**src/rtl/robo_odometria.sv**
```systemverilog
// Pose tracker for the Robo controller: folds one-cycle forward/turn/remove commands into
// grid position, heading, remaining move budget and saturating event counters.
module robo_odometria #(
  parameter int unsigned ROWS = 10,
  parameter int unsigned COLS = 20,
  parameter int unsigned RW   = 4,
  parameter int unsigned CW   = 5,
  parameter int unsigned MW   = 24,
  parameter int unsigned KW   = 16
) (
  input  logic          clock,
  input  logic          reset,
  input  logic          init_valid,
  input  logic [RW-1:0] init_linha,
  input  logic [CW-1:0] init_coluna,
  input  logic [1:0]    init_orient,
  input  logic [MW-1:0] init_moves,
  input  logic          forward,
  input  logic          turn,
  input  logic          remove,
  output logic [RW-1:0] linha,
  output logic [CW-1:0] coluna,
  output logic [1:0]    orient,
  output logic [MW-1:0] moves_left,
  output logic [KW-1:0] passos,
  output logic [KW-1:0] remocoes,
  output logic          running,
  output logic          done,
  output logic          fault,
  output logic [1:0]    fault_code
);

  typedef enum logic [1:0] {StIdle, StRun, StDone, StFault} state_t;

  localparam logic [1:0] OriN = 2'b00;
  localparam logic [1:0] OriS = 2'b01;
  localparam logic [1:0] OriL = 2'b10;
  localparam logic [1:0] OriO = 2'b11;

  localparam logic [1:0] CodeNone   = 2'b00;
  localparam logic [1:0] CodeBounds = 2'b01;
  localparam logic [1:0] CodeMulti  = 2'b10;
  localparam logic [1:0] CodeInit   = 2'b11;

  state_t        state, state_d;
  logic [RW-1:0] linha_d;
  logic [CW-1:0] coluna_d;
  logic [1:0]    orient_d;
  logic [MW-1:0] moves_d;
  logic [KW-1:0] passos_d;
  logic [KW-1:0] remocoes_d;
  logic [1:0]    code_d;

  // One extra bit so that a step off either edge (0 or ROWS+1) stays representable.
  logic [RW:0]   tgt_lin;
  logic [CW:0]   tgt_col;
  logic          tgt_ok;
  logic          init_ok;
  logic [1:0]    cmd_cnt;
  logic          legal;
  logic [1:0]    turned;

  always_comb begin
    tgt_lin = {1'b0, linha};
    tgt_col = {1'b0, coluna};
    unique case (orient)
      OriN: tgt_lin = {1'b0, linha} - (RW + 1)'(1);
      OriS: tgt_lin = {1'b0, linha} + (RW + 1)'(1);
      OriL: tgt_col = {1'b0, coluna} + (CW + 1)'(1);
      OriO: tgt_col = {1'b0, coluna} - (CW + 1)'(1);
      default: ;
    endcase
  end

  assign tgt_ok = (tgt_lin != '0) && (tgt_lin <= ROWS[RW:0]) &&
                  (tgt_col != '0) && (tgt_col <= COLS[CW:0]);

  assign init_ok = (init_linha != '0) && ({1'b0, init_linha} <= ROWS[RW:0]) &&
                   (init_coluna != '0) && ({1'b0, init_coluna} <= COLS[CW:0]);

  assign cmd_cnt = 2'(forward) + 2'(turn) + 2'(remove);

  // Left rotation: N -> O -> S -> L -> N.
  always_comb begin
    turned = OriN;
    unique case (orient)
      OriN: turned = OriO;
      OriO: turned = OriS;
      OriS: turned = OriL;
      OriL: turned = OriN;
      default: ;
    endcase
  end

  always_comb begin
    state_d    = state;
    linha_d    = linha;
    coluna_d   = coluna;
    orient_d   = orient;
    moves_d    = moves_left;
    passos_d   = passos;
    remocoes_d = remocoes;
    code_d     = fault_code;
    legal      = 1'b0;

    unique case (state)
      StRun: begin
        if (cmd_cnt > 2'd1) begin
          state_d = StFault;
          code_d  = CodeMulti;
        end else if (cmd_cnt == 2'd1) begin
          legal = 1'b1;
          if (forward) begin
            if (tgt_ok) begin
              linha_d  = tgt_lin[RW-1:0];
              coluna_d = tgt_col[CW-1:0];
              if (passos != '1) passos_d = passos + KW'(1);
            end else begin
              legal   = 1'b0;
              state_d = StFault;
              code_d  = CodeBounds;
            end
          end
          if (turn) orient_d = turned;
          if (remove && (remocoes != '1)) remocoes_d = remocoes + KW'(1);
          if (legal && (moves_left != '0)) begin
            moves_d = moves_left - MW'(1);
            if (moves_left == MW'(1)) state_d = StDone;
          end
        end
      end
      default: begin
        if (init_valid) begin
          linha_d    = init_linha;
          coluna_d   = init_coluna;
          orient_d   = init_orient;
          moves_d    = init_moves;
          passos_d   = '0;
          remocoes_d = '0;
          code_d     = CodeNone;
          if (!init_ok) begin
            state_d = StFault;
            code_d  = CodeInit;
          end else if (init_moves == '0) begin
            state_d = StDone;
          end else begin
            state_d = StRun;
          end
        end
      end
    endcase
  end

  always_ff @(posedge clock or posedge reset) begin
    if (reset) begin
      state      <= StIdle;
      linha      <= '0;
      coluna     <= '0;
      orient     <= OriN;
      moves_left <= '0;
      passos     <= '0;
      remocoes   <= '0;
      fault_code <= CodeNone;
      running    <= 1'b0;
      done       <= 1'b0;
      fault      <= 1'b0;
    end else begin
      state      <= state_d;
      linha      <= linha_d;
      coluna     <= coluna_d;
      orient     <= orient_d;
      moves_left <= moves_d;
      passos     <= passos_d;
      remocoes   <= remocoes_d;
      fault_code <= code_d;
      running    <= (state_d == StRun);
      done       <= (state_d == StDone);
      fault      <= (state_d == StFault);
    end
  end

endmodule

```
**config.mk**
```make
export PLATFORM = sky130hd
export DESIGN_NAME = robo_odometria
export DESIGN_NICKNAME = d
export VERILOG_FILES = /design/src/rtl/robo_odometria.sv
export SDC_FILE = /design/constraint.sdc
export NUM_CORES = 1
export LEC_CHECK = 0
export ABC_AREA = 1
export ABC_CLOCK_PERIOD_IN_PS = 3700
export BUFFER_PORTS_ARGS = -buffer_cell sky130_fd_sc_hd__buf_4
export CAP_MARGIN = 15
export CELL_PAD_IN_SITES_DETAIL_PLACEMENT = 1
export CELL_PAD_IN_SITES_GLOBAL_PLACEMENT = 2
export CORE_MARGIN = 5
export CORE_UTILIZATION = 32
export CTS_BUF_LIST = sky130_fd_sc_hd__clkbuf_2 sky130_fd_sc_hd__clkbuf_4 sky130_fd_sc_hd__clkbuf_8
export DETAILED_ROUTE_END_ITERATION = 12
export GPL_TIMING_DRIVEN = 0
export MAX_ROUTING_LAYER = met4
export PLACE_DENSITY = 0.94
export SLEW_MARGIN = 20
export SYNTH_ARGS = -nofsm -noshare
export SYNTH_HDL_FRONTEND = slang
export SYNTH_SLANG_ARGS = --single-unit
export TNS_END_PERCENT = 30
```
**constraint.sdc**
```tcl
create_clock -name clock -period 3.7 [get_ports clock]
set_clock_uncertainty 0.05 [all_clocks]
set_input_delay 0.185 -clock clock [delete_from_list [all_inputs] [get_ports clock]]
set_output_delay 0.185 -clock clock [all_outputs]
set_load 0.02 [all_outputs]
```
# ---- Yosys cells after proc, flatten, opt, wreduce, memory -nomap -nowiden
# Index checks and enable logic that the tools add are counted.
dict set report classes {
  add_sub_neg 9
  magnitude_cmp 5
  n_eq_ne 22
  muxes 58
  n_reduce_logical 22
}
# op count
set ops {}
lappend ops {{$mux W16} 11}
lappend ops {{$mux W24} 5}
lappend ops {{$mux W2} 22}
lappend ops {{$add A16 B1 Y16 const B} 2}
lappend ops {{$ne A16 B16 Y1 const B} 2}
lappend ops {{$mux W5} 6}
lappend ops {{$eq A24 B1 Y1 const B} 1}
lappend ops {{$logic_not A24 Y1} 1}
lappend ops {{$mux W4} 6}
lappend ops {{$reduce_bool A24 Y1} 1}
lappend ops {{$sub A24 B1 Y24 const B} 1}
lappend ops {{$ne A2 B2 Y1 const B} 8}
lappend ops {{$reduce_and A4 Y1} 4}
lappend ops {{$pmux W6 S2} 1}
lappend ops {{$pmux W5 S2} 1}
lappend ops {{$reduce_bool A5 Y1} 2}
lappend ops {{$ne A3 B3 Y1 const B} 3}
lappend ops {{$eq A2 B1 Y1 const B} 4}
lappend ops {{$eq A2 B2 Y1 const B} 4}
lappend ops {{$logic_and A1 B1 Y1} 8}
lappend ops {{$pmux W2 S4} 1}
lappend ops {{$add A5 B1 Y6 const B} 1}
lappend ops {{$le A6 B5 Y1 const B} 1}
lappend ops {{$reduce_and A6 Y1} 1}
lappend ops {{other kinds (15)} 19}
dict set report word_totals {
  register_bits 74
  inputBits 41
  out_inout_bits 72
  word_cells 127
}

# ---- Longest topological paths before layout
dict set report depth {
  depth_word 17
  mapped_depth 22
  mapped_depth_nobuf 21
}

# ---- Worst setup path after synthesis
# OpenSTA, ideal clock, no wires.
dict set report synth_timing {
  kind {reg2reg}
  from {register orient[1]}
  to {register coluna[1]}
  setup_time_ns 0.123
  arrival_ns 2.526
  required_ns 3.527
  setup_slack_ns 1.001
  stages_incl_launch_ff 20
  path_buffers 1
  path_cell_list {dfrtp_1 inv_1 ha_1 inv_1 fa_1 inv_1 nand2_1 nand2_1 nand2_1 o21ai_1 nand2_1 nand2_1 nand2_1 nor2_2 nand3_4 nand2_4 nand3_4 buf_6 nand2_2 o21ai_2}
}
dict set report synth_via {
  elab_chain_cells 8
  word_cells_on_any_way 20
  classes_between {order compare (2); eq/ne (4); mux (7); reduce/logical (7)}
}
# element line_no
set synth_rtl {}
lappend synth_rtl {{start, declared} 23} ;# output logic [1:0] orient,
lappend synth_rtl {{start signal, assigned} 159} ;# orient <= OriN;
lappend synth_rtl {{start signal, assigned} 171} ;# orient <= orient_d;
lappend synth_rtl {{$eq A2 B1 Y1 / $logic_not A2 Y1 (equally long branches)} 66} ;# unique case (orient)
lappend synth_rtl {{$pmux W5 S2} 66}
lappend synth_rtl {{$le A5 B4 Y1 / $reduce_bool A5 Y1 (equally long branches)} 75} ;# assign tgt_ok = (tgt_lin != '0) && (tgt_lin <= ROWS[RW:0]) &&
lappend synth_rtl {{$logic_and A1 B1 Y1 (2 in series)} 75}
lappend synth_rtl {{$logic_and A1 B1 Y1} 76} ;# (tgt_col != '0) && (tgt_col <= COLS[CW:0]);
lappend synth_rtl {{$ne A2 B2 Y1 (no source line)} -}
lappend synth_rtl {{$reduce_and A5 Y1 (no source line)} -}
lappend synth_rtl {{end signal, assigned} 170} ;# coluna <= coluna_d;
lappend synth_rtl {{end, declared} 22} ;# output logic [CW-1:0] coluna,
# Parallel ways exist; a longest one is shown, timed or not. The select of a mux whose other input is x is not followed.
# A chain may end at the register's enable or synchronous reset.

# ---- Final worst setup path
# Ends and elaborated chain as after synthesis.

==> results.py <==
metrics = {
    "floorplanning": {
        "die_width_um": 143,
        "boundaryPins": 113,
        "die_y_um": 143,
        "dieArea_sq_um": 20500,
        "rows": 48,
        "core-area_sq_um": 17400,
        "initial_core_util_pct": 32.7,
    },
    "critical_path": {
        "reg2reg_setup_slack_ps": 650,
        "cp.arrival_ps": 3250,
        "worst-setup-path-type": "reg -> reg",
        "end_kind": "flip-flop",
        "rr_worst_depth": 19,
        "r2r-end": "coluna[1]",
        "required_ps": 3910,
        "rr_startpoint": "orient[1]",
        "path_max_fanout": 10,
        "start_kind": "flip-flop",
    },
    "detailed_routing": {
        "ant_nets": 0,
        "drt_iter0_drc": 230,
        "wl_met2_um": 8950,
        "met3_length_um": 470,
        "routed_wl_um": 18700,
        "viasPerCell": 4.95,
        "num_vias": 5807,
        "drc_errors": 0,
        "wl_met1_um": 8930,
        "dr.max_layer_used": "met4",
        "drt-pass1-iter-count": 4,
        "wl_per_cell_um": 15.9,
    },
    "finish": {
        "fillers": 2268,
        "final_common_cell": "nand2_1",
        "most-common-layout-cells": "nand2_1 (214), buf_4 (114), inv_1 (104)",
        "num_antenna_cells": 0,
        "drive_above_1_share_pct": 23.8,
        "syn_to_final_growth_pct": 24.5,
        "stdcell_count": 1173,
        "nets": 1002,
    },
    "yosys": {
        "synthCells": 819,
        "netlist_area_sq_um": 5670,
        "synth_edf_count": 0,
        "ys_seq_elements": 74,
        "synth_async_sr_flop_share_pct": 100,
        "synth.distinct_cells": 46,
        "syn_avg_cell_area_sq_um": 6.92,
        "synth.area.top_cells": "dfrtp_1 (33%), nand2_1 (14%), nand3_1 (7.8%), inv_1 (7.0%), nor2_1 (4.9%)",
        "ys_warn_count": 0,
        "seq_area_frac_synth_pct": 32.7,
        "synth_fp_nets": 877,
        "synth_top_cell_by_area": "dfrtp_1",
        "synth_ff_type": "dfrtp_1",
        "synth_top_area_share_pct": 32.7,
    },
    "grt": {
        "grt_overflow": 0,
        "grt_pass1_wl_um": 30100,
        "grt_pass1_vias": 5851,
        "grt_start_max_net_pins": 52,
        "antenna_found_initial": 0,
        "grt.total_usage_pct": 19.1,
    },
    "placement": {
        "globalplace.congestion": 0.845,
        "place_inst": 1157,
        "io_buffers": 112,
        "dp_hpwl_um": 14600,
    },
    "sta": {
        "fin_crit_sh_pct": 82.3,
        "setup_violations": 0,
        "fin_crit_ps": 3050,
        "relSlewSlack_pct": 46.6,
        "worst_slew_pin_slew_ps": 800,
        "timing.setup.tns_ps": 0,
        "slew_violations": 0,
        "timing.fmax_mhz": 328,
        "rsz0062_at_grt": "false",
        "hold_viol": 0,
    },
    "clock_network": {
        "path_clk_slew_ps": 80,
        "post_cts_buffers": 0,
        "root_buffer": "clkbuf_8",
        "insertion_delay_ps": 370,
        "cts_hold_buf": 1,
        "htree_num_levels": 3,
        "clock-sinks": 74,
        "numCtsBuffers": 9,
        "cts_resized": 0,
        "cts_tree": "yes",
        "clock_path_buffers": 2,
    },
    "worst_hold_path": {
        "worstHoldStart": "init_orient[1]",
        "hold_class": "in -> reg",
        "whs_path_depth": 3,
        "min_to": "orient[1]",
    },
    "power_and_ir_drop": {
        "p_per_area_nw_per_um2": 823,
        "cellLeakagePower_uw": 0.00350,
        "ir_worst_vdd_mv": 0.341,
    },
    "status": {
        "status": "finished clean",
    },
    "job": {
        "maxCapViolCount": 0,
    },
}
## layout make-up
cell class,instances,area [sq um],share of cell area [%]
clock inverters,4,75.1,1.06
inverters,112,423,5.99
flip-flops and latches,74,1850,26.2
well taps,225,282,3.99
plain buffers,22,160,2.27
repair buffers,114,878,12.4
clock buffers,11,151,2.15
multi-input cells,611,3240,45.9
## per-layer routing
metal  GRT usage, %  up-vias
met4           6.40        0
met1           24.9     2803
met5              -        -
met2           31.1       86
met3           1.77       21
li1               -     2897
## critical path, stage by stage, from the launching register on
cell and delay [ps]:
dfrtp_1 450, inv_1 130, ha_1 310, inv_1 150
fa_1 410, inv_1 70, nand2_1 40, nand2_1 60
nand2_1 40, o21ai_1 150, nand2_1 90, nand2_1 80
nand2_1 60, nor2_2 140, nand3_4 150, nand2_4 120
nand3_4 130, buf_6 190, nand2_2 60, o21ai_2 50
## sequential cells by signal, indices dropped and copies added (netlist names)
register and count:
moves_left 24, passos 16, remocoes 16, coluna 5, linha 4, fault_code 2, orient 2, state 2
done 1, fault 1, running 1
## worst max path at each step
stage | start | endpoint | slack [ps]
floorplan | orient[1] | coluna[1] | 1000
global placement | reset | linha[1] | 380
detailed placement | orient[1] | coluna[1] | 660
CTS | orient[1] | coluna[1] | 600
global route | orient[1] | coluna[1] | 400
finish | orient[1] | coluna[1] | 650
## synth_stat cells (all sizes together), types with 6 or more instances
| cell | n |
|---|---|
| xor2 | 8 |
| clkbuf | 12 |
| a21oi | 21 |
| nor4 | 6 |
| nor2 | 82 |
| nor3 | 17 |
| or2 | 12 |
| o21ai | 68 |
| o31ai | 6 |
| inv | 112 |
| nand3 | 93 |
| xnor2 | 6 |
| buf | 10 |
| dfrtp | 74 |
| ha | 15 |
| nand2 | 243 |
| nand4 | 13 |
## power breakdown
group          total, uW  leakage [uW]  internal [uW]  switching [uW]
Clock                741      0.000108            413             328
Sequential          1430      0.000958           1050             376
Combinational       3640       0.00244           1330            2310
## cells by family after synthesis
group / synth area share, %
simple gates: 38.6
buf+inv: 10.2
compound gates: 12.1
flops: 32.7
fa+ha+maj: 4.02
xor+xnor: 2.16
mux: 0.177
## through the flow
stage               power [uW]  hold slack, ps  utilization (%)  setup slack (ps)  instance area, sq um
global route              6310            46.5             40.7               397                  7060
floorplan                 3950             292                -              1000                  5670
global placement          5030             423             39.1               382                  6790
detailed placement        5110             144             39.3               661                  6820
finish                    5810            42.1             40.7               653                  7060
CTS                       5880            18.5             40.7               604                  7060
Power figures use the tool's default switching activity.
